<file path="config.mk">
export PLATFORM = sky130hd
export DESIGN_NAME = pe_fx_bank
export DESIGN_NICKNAME = d
export VERILOG_FILES = /design/src/rtl/pe_fx_bank.sv
export SDC_FILE = /design/constraint.sdc
export NUM_CORES = 2
export LEC_CHECK = 0
export ABC_AREA = 1
export CORE_MARGIN = 4
export CORE_UTILIZATION = 42
export CTS_BUF_LIST = sky130_fd_sc_hd__clkbuf_2
export DETAILED_ROUTE_END_ITERATION = 12
export PLACE_DENSITY = 0.69
export SLEW_MARGIN = 20
export SYNTH_ARGS = -nofsm -noshare
export SYNTH_HDL_FRONTEND = slang
export SYNTH_SLANG_ARGS = --single-unit
</file>
<file path="constraint.sdc">
create_clock -name clk -period 8.4 [get_ports clk]
set_clock_uncertainty 0.15 [all_clocks]
set_input_delay 0.84 -clock clk [delete_from_list [all_inputs] [get_ports clk]]
set_output_delay 0.84 -clock clk [all_outputs]
set_load 0.01 [all_outputs]
</file>
<file path="src/rtl/pe_fx_bank.sv">
// Systolic fixed-point MAC processing element with a selectable coefficient bank.
// partial_out = left_in + round((coef * top_in) >>> FRAC_BITS), two pipeline stages.
module pe_fx_bank #(
  parameter int DATA_WIDTH = 16,
  parameter int OUT_WIDTH  = 16,
  parameter int COEF_WIDTH = 32,
  parameter int FRAC_BITS  = 16,
  parameter int NUM_COEF   = 4,
  parameter int ROUND      = 1,
  parameter int SATURATE   = 1,
  localparam int AW = $clog2(NUM_COEF)
) (
  input  logic                         clk,
  input  logic                         aresetn,
  input  logic                         coef_we,
  input  logic [AW-1:0]                coef_waddr,
  input  logic signed [COEF_WIDTH-1:0] coef_wdata,
  input  logic [AW-1:0]                coef_sel,
  input  logic                         clear,
  input  logic                         in_valid,
  input  logic signed [DATA_WIDTH-1:0] top_in,
  input  logic signed [OUT_WIDTH-1:0]  left_in,
  output logic signed [DATA_WIDTH-1:0] down_out,
  output logic                         down_valid,
  output logic signed [OUT_WIDTH-1:0]  partial_out,
  output logic                         out_valid,
  output logic                         ovf_flag
);

  localparam int PW  = COEF_WIDTH + DATA_WIDTH;
  localparam int SW  = ((PW > OUT_WIDTH) ? PW : OUT_WIDTH) + 2;
  localparam int RSH = (FRAC_BITS > 0) ? FRAC_BITS - 1 : 0;
  localparam logic signed [SW-1:0] RND  =
    (ROUND != 0 && FRAC_BITS > 0) ? (SW'(1) <<< RSH) : '0;
  localparam logic signed [SW-1:0] OMAX = (SW'(1) <<< (OUT_WIDTH - 1)) - SW'(1);
  localparam logic signed [SW-1:0] OMIN = -(SW'(1) <<< (OUT_WIDTH - 1));

  function automatic logic signed [SW-1:0] round_shift(input logic signed [PW-1:0] prod);
    logic signed [SW-1:0] ext;
    ext = {{(SW-PW){prod[PW-1]}}, prod};
    return (ext + RND) >>> FRAC_BITS;
  endfunction

  function automatic logic signed [OUT_WIDTH-1:0] saturate(input logic signed [SW-1:0] s);
    if (SATURATE != 0 && s > OMAX) return OMAX[OUT_WIDTH-1:0];
    if (SATURATE != 0 && s < OMIN) return OMIN[OUT_WIDTH-1:0];
    return s[OUT_WIDTH-1:0];
  endfunction

  logic signed [COEF_WIDTH-1:0] bank_q [NUM_COEF];
  logic signed [COEF_WIDTH-1:0] bank_d [NUM_COEF];
  logic signed [PW-1:0]         prod_p1_q, prod_p1_d;
  logic signed [OUT_WIDTH-1:0]  left_p1_q, left_p1_d;
  logic                         vld_p1_q, vld_p1_d;
  logic signed [DATA_WIDTH-1:0] down_p1_q, down_p1_d;
  logic                         down_vld_p1_q, down_vld_p1_d;
  logic signed [OUT_WIDTH-1:0]  part_p2_q, part_p2_d;
  logic                         vld_p2_q, vld_p2_d;
  logic                         ovf_q, ovf_d;

  logic signed [COEF_WIDTH-1:0] coef_rd;
  logic signed [PW-1:0]         coef_ext, top_ext;
  logic signed [SW-1:0]         sum_p2;
  logic                         ovf_p2;

  // Stage 1 operands: the bank is read from the register, so a same-cycle write is not seen.
  assign coef_rd  = bank_q[coef_sel];
  assign coef_ext = {{DATA_WIDTH{coef_rd[COEF_WIDTH-1]}}, coef_rd};
  assign top_ext  = {{COEF_WIDTH{top_in[DATA_WIDTH-1]}}, top_in};

  // Stage 2 sum at full width, range-checked before narrowing.
  assign sum_p2 = $signed({{(SW-OUT_WIDTH){left_p1_q[OUT_WIDTH-1]}}, left_p1_q})
                + round_shift(prod_p1_q);
  assign ovf_p2 = (sum_p2 > OMAX) || (sum_p2 < OMIN);

  always_comb begin
    bank_d        = bank_q;
    prod_p1_d     = prod_p1_q;
    left_p1_d     = left_p1_q;
    vld_p1_d      = 1'b0;
    down_p1_d     = down_p1_q;
    down_vld_p1_d = 1'b0;
    part_p2_d     = part_p2_q;
    vld_p2_d      = 1'b0;
    ovf_d         = ovf_q;
    if (coef_we) bank_d[coef_waddr] = coef_wdata;
    if (clear) begin
      ovf_d = 1'b0;
    end else begin
      if (in_valid) begin
        prod_p1_d     = coef_ext * top_ext;
        left_p1_d     = left_in;
        vld_p1_d      = 1'b1;
        down_p1_d     = top_in;
        down_vld_p1_d = 1'b1;
      end
      if (vld_p1_q) begin
        part_p2_d = saturate(sum_p2);
        vld_p2_d  = 1'b1;
        if (ovf_p2) ovf_d = 1'b1;
      end
    end
  end

  always_ff @(posedge clk or negedge aresetn) begin
    if (!aresetn) begin
      for (int i = 0; i < NUM_COEF; i++) bank_q[i] <= '0;
      prod_p1_q     <= '0;
      left_p1_q     <= '0;
      vld_p1_q      <= 1'b0;
      down_p1_q     <= '0;
      down_vld_p1_q <= 1'b0;
      part_p2_q     <= '0;
      vld_p2_q      <= 1'b0;
      ovf_q         <= 1'b0;
    end else begin
      bank_q        <= bank_d;
      prod_p1_q     <= prod_p1_d;
      left_p1_q     <= left_p1_d;
      vld_p1_q      <= vld_p1_d;
      down_p1_q     <= down_p1_d;
      down_vld_p1_q <= down_vld_p1_d;
      part_p2_q     <= part_p2_d;
      vld_p2_q      <= vld_p2_d;
      ovf_q         <= ovf_d;
    end
  end

  assign down_out    = down_p1_q;
  assign down_valid  = down_vld_p1_q;
  assign partial_out = part_p2_q;
  assign out_valid   = vld_p2_q;
  assign ovf_flag    = ovf_q;

endmodule

</file>
==> flow_summary.yaml <==
timing:
  slew_violations: 0
  finalCriticalPeriod_ns: 7.02
  rsz0062_at_grt: "no"
  fmax_ghz: 0.143
  setup_viol: 0
  setup_tns_ns: 0
  fin_crit_sh_pct: 83.5
  tightest_slew_ns: 0.798
  relSlewSlack_pct: 46.8
  hold_viol: 0
logic_synthesis:
  yosysMostFrequentCell: "nand2_1"
  yosys_register_bits: 212
  synth_warnings: 0
  synth_commonest_cells: "1,101 x nand2_1, 848 x inv_1, 486 x fa_1"
  yosys-top-cells-area: "fa_1 32%, dfrtp_1 18%, nand2_1 14%"
  synthFlopType: "dfrtp_1"
  ys_types: 57
  post-synth-top-area-cell: "fa_1"
  synth-seq-area-share_pct: 17.6
  async_reset_ff_share_pct: 100
  synth-edff-count: 0
  synth_nets: 4694
  synth_top_area_share_pct: 32.2
  postSynthAreaPerCell_um2: 7.57
  synthCells: 3990
  synth_area_um2: 30200
global_routing:
  grt_pass1_wl_mm: 142
  grt_overflow_total: 0
  grt_start_max_net_pins: 133
  grt_usage_pct: 23.1
  grt_pass1_vias: 26928
  antenna_found_initial: 3
route:
  drtAntennaViolNets: 0
  drtIter0Drc: 1702
  route.detailed.drc: 0
  viasPerCell: 5.04
  first_pass_iters: 6
  routed_wl_mm: 87.0
  vias: 25731
  wire_per_inst_um: 17.0
setup_path:
  setup.worst_path.start: "coef_sel[1]"
  worstPathMaxFanout: 32
  criticalPathCategory: "in -> reg"
  reg2reg_slack_ns: 1.59
  r2r_cells: 24
  cp.arrival_ns: 7.73
  cp_slowest_cell: "fa_1"
  worstPathRequired_ns: 9.12
  r2r-end: "prod_p1_q[31]"
  r2r_start: "bank_q[11]"
  cpPeakStageDelay_ns: 0.58
  path_delay_family: "adder cells"
  startpoint_type: "primary input"
  worstSetupEndpointType: "register"
  cp_num_buf_inv: 9
cells_and_area:
  nets: 4815
  areaGrowthSynthToFinish_pct: 9.76
  layout-drive-gt1-share_pct: 6.04
  fillCellCount: 7237
  stdcell_area_um2: 33200
worst_hold_path:
  min_from: "coef_wdata[20]"
  hp-class: "in -> reg"
  hold_depth: 3
  holdPathEnd: "bank_q[116]"
clock_tree:
  htree_levels: 2
  clkLatencyLatePin_ns: 1.10
  cts_inserted_buffers: 58
  cts_root_buf: "clkbuf_2"
  cts.reportedPaths.clkPinSlew_ns: 0.11
  cts_sinks: 212
  cts_tree: "yes"
  clockBufferDepth: 3
floorplanning:
  num_io_pins: 108
  die_height_um: 276
  floorplan.initialDensity_pct: 42.3
  row_count: 98
  die-area_um2: 76300
  die-width_um: 276
  core-area_um2: 71400
placed_design:
  io_buffers: 107
  place_area_um2: 32600
  gp_congestion: 1.01
  dp.final_hpwl_mm: 70.2
status:
  outcome: "finished clean"
run:
  cap_violations: 0
==> area by class of cell <==
| type | count | area, um2 | share of cell area, % |
|---|---|---|---|
| diodes | 1 | 2.50 | 0.00755 |
| clock buffers | 77 | 385 | 1.16 |
| clock inverters | 26 | 129 | 0.389 |
| inverters | 881 | 3310 | 9.97 |
| multi-input cells | 2775 | 21100 | 63.7 |
| flip-flops and latches | 212 | 5310 | 16.0 |
| well taps | 950 | 1190 | 3.58 |
| repair buffers | 183 | 1710 | 5.15 |
==> kinds of logic after synthesis <==
logic type | after synthesis | synth area share, %
flip-flops | 212 | 17.6
AO/OA/AOI/OAI | 338 | 6.14
AND/OR/NAND/NOR | 1732 | 23.3
buffers and inverters | 1003 | 12.6
XOR/XNOR | 74 | 2.21
adder cells (fa/ha/maj) | 631 | 38.2
==> how the worst max path moves through the flow <==
stage,depth (start not counted),slack (ns),to
2_1_floorplan,26,1.45,prod_p1_q[39]
3_3_place_gp,28,0.61,prod_p1_q[41]
4_1_cts,28,1.64,prod_p1_q[41]
3_5_place_dp,27,0.55,prod_p1_q[31]
5_1_grt,28,1.15,prod_p1_q[31]
6_report,28,1.38,prod_p1_q[41]
==> worst min-delay path, delay by kind of cell <==
kind | cells | cell delay [ns]
buffers and inverters | 2 | 0.49
AOI/OAI and AO/OA | 1 | 0.09
==> per-layer routing <==
metal,global-route usage [%],up-vias,wire (um)
met4,9.35,2,4050
met5,0,-,15
met1,30.2,12377,36200
met2,37.7,1011,39600
met3,4.65,240,7160
li1,-,12101,-
==> repair_timing <==
| action | in CTS | in global routing |
|---|---|---|
| setup buffers | 0 | 0 |
| resized for setup | 0 | 0 |
| hold buffers | 1 | 0 |
| endpoints found under the setup margin | 0 | 0 |
| endpoints found under the hold margin | 80 | 0 |
==> stage by stage <==
stage          hold slack, ns  instances  worst slack (ns)  utilization [%]
3_3_place_gp            0.315       5000             0.611             45.7
4_1_cts                0.0891       5104              1.64             46.5
6_report                0.202       5105              1.38             46.5
3_5_place_dp            0.322       5000             0.550             45.7
5_1_grt                 0.100       5105              1.15             46.5
2_1_floorplan           0.299       3990              1.45                -
==> flip-flops by register name, indices dropped and copies added, names as in the netlist <==
| name | count |
|---|---|
| ovf_flag | 1 |
| down_valid | 1 |
| prod_p1_q | 33 |
| bank_q | 128 |
| left_p1_q | 16 |
| out_valid | 1 |
| down_out | 16 |
| partial_out | 16 |
==> cell usage in the layout, fill, tap and decap left out, types with 3 or more instances in the layout <==
cell type / count
buf_4: 70
nand3_2: 9
buf_12: 5
nand2_2: 24
clkbuf_2: 77
xnor2_1: 31
clkdlybuf4s50_1: 105
ha_1: 145
inv_1: 848
dfrtp_1: 212
a211oi_1: 3
nand4_1: 23
nor2_1: 376
nand2_1: 1100
a21oi_2: 11
a31oi_1: 15
o21a_1: 5
fa_1: 486
nor3_1: 18
a21oi_1: 77
nand2_4: 3
nor2_2: 9
o21ai_0: 202
nor2_4: 3
inv_2: 10
clkinv_1: 39
nor4_1: 9
clkinv_2: 7
and2_1: 3
xor2_1: 42
or2_2: 3
o21ai_1: 7
o21bai_1: 5
nand3_1: 133
nand3b_1: 7
Power is not shown: default switching activity piles up to over one toggle a cycle in this logic, so the estimate is an artifact.
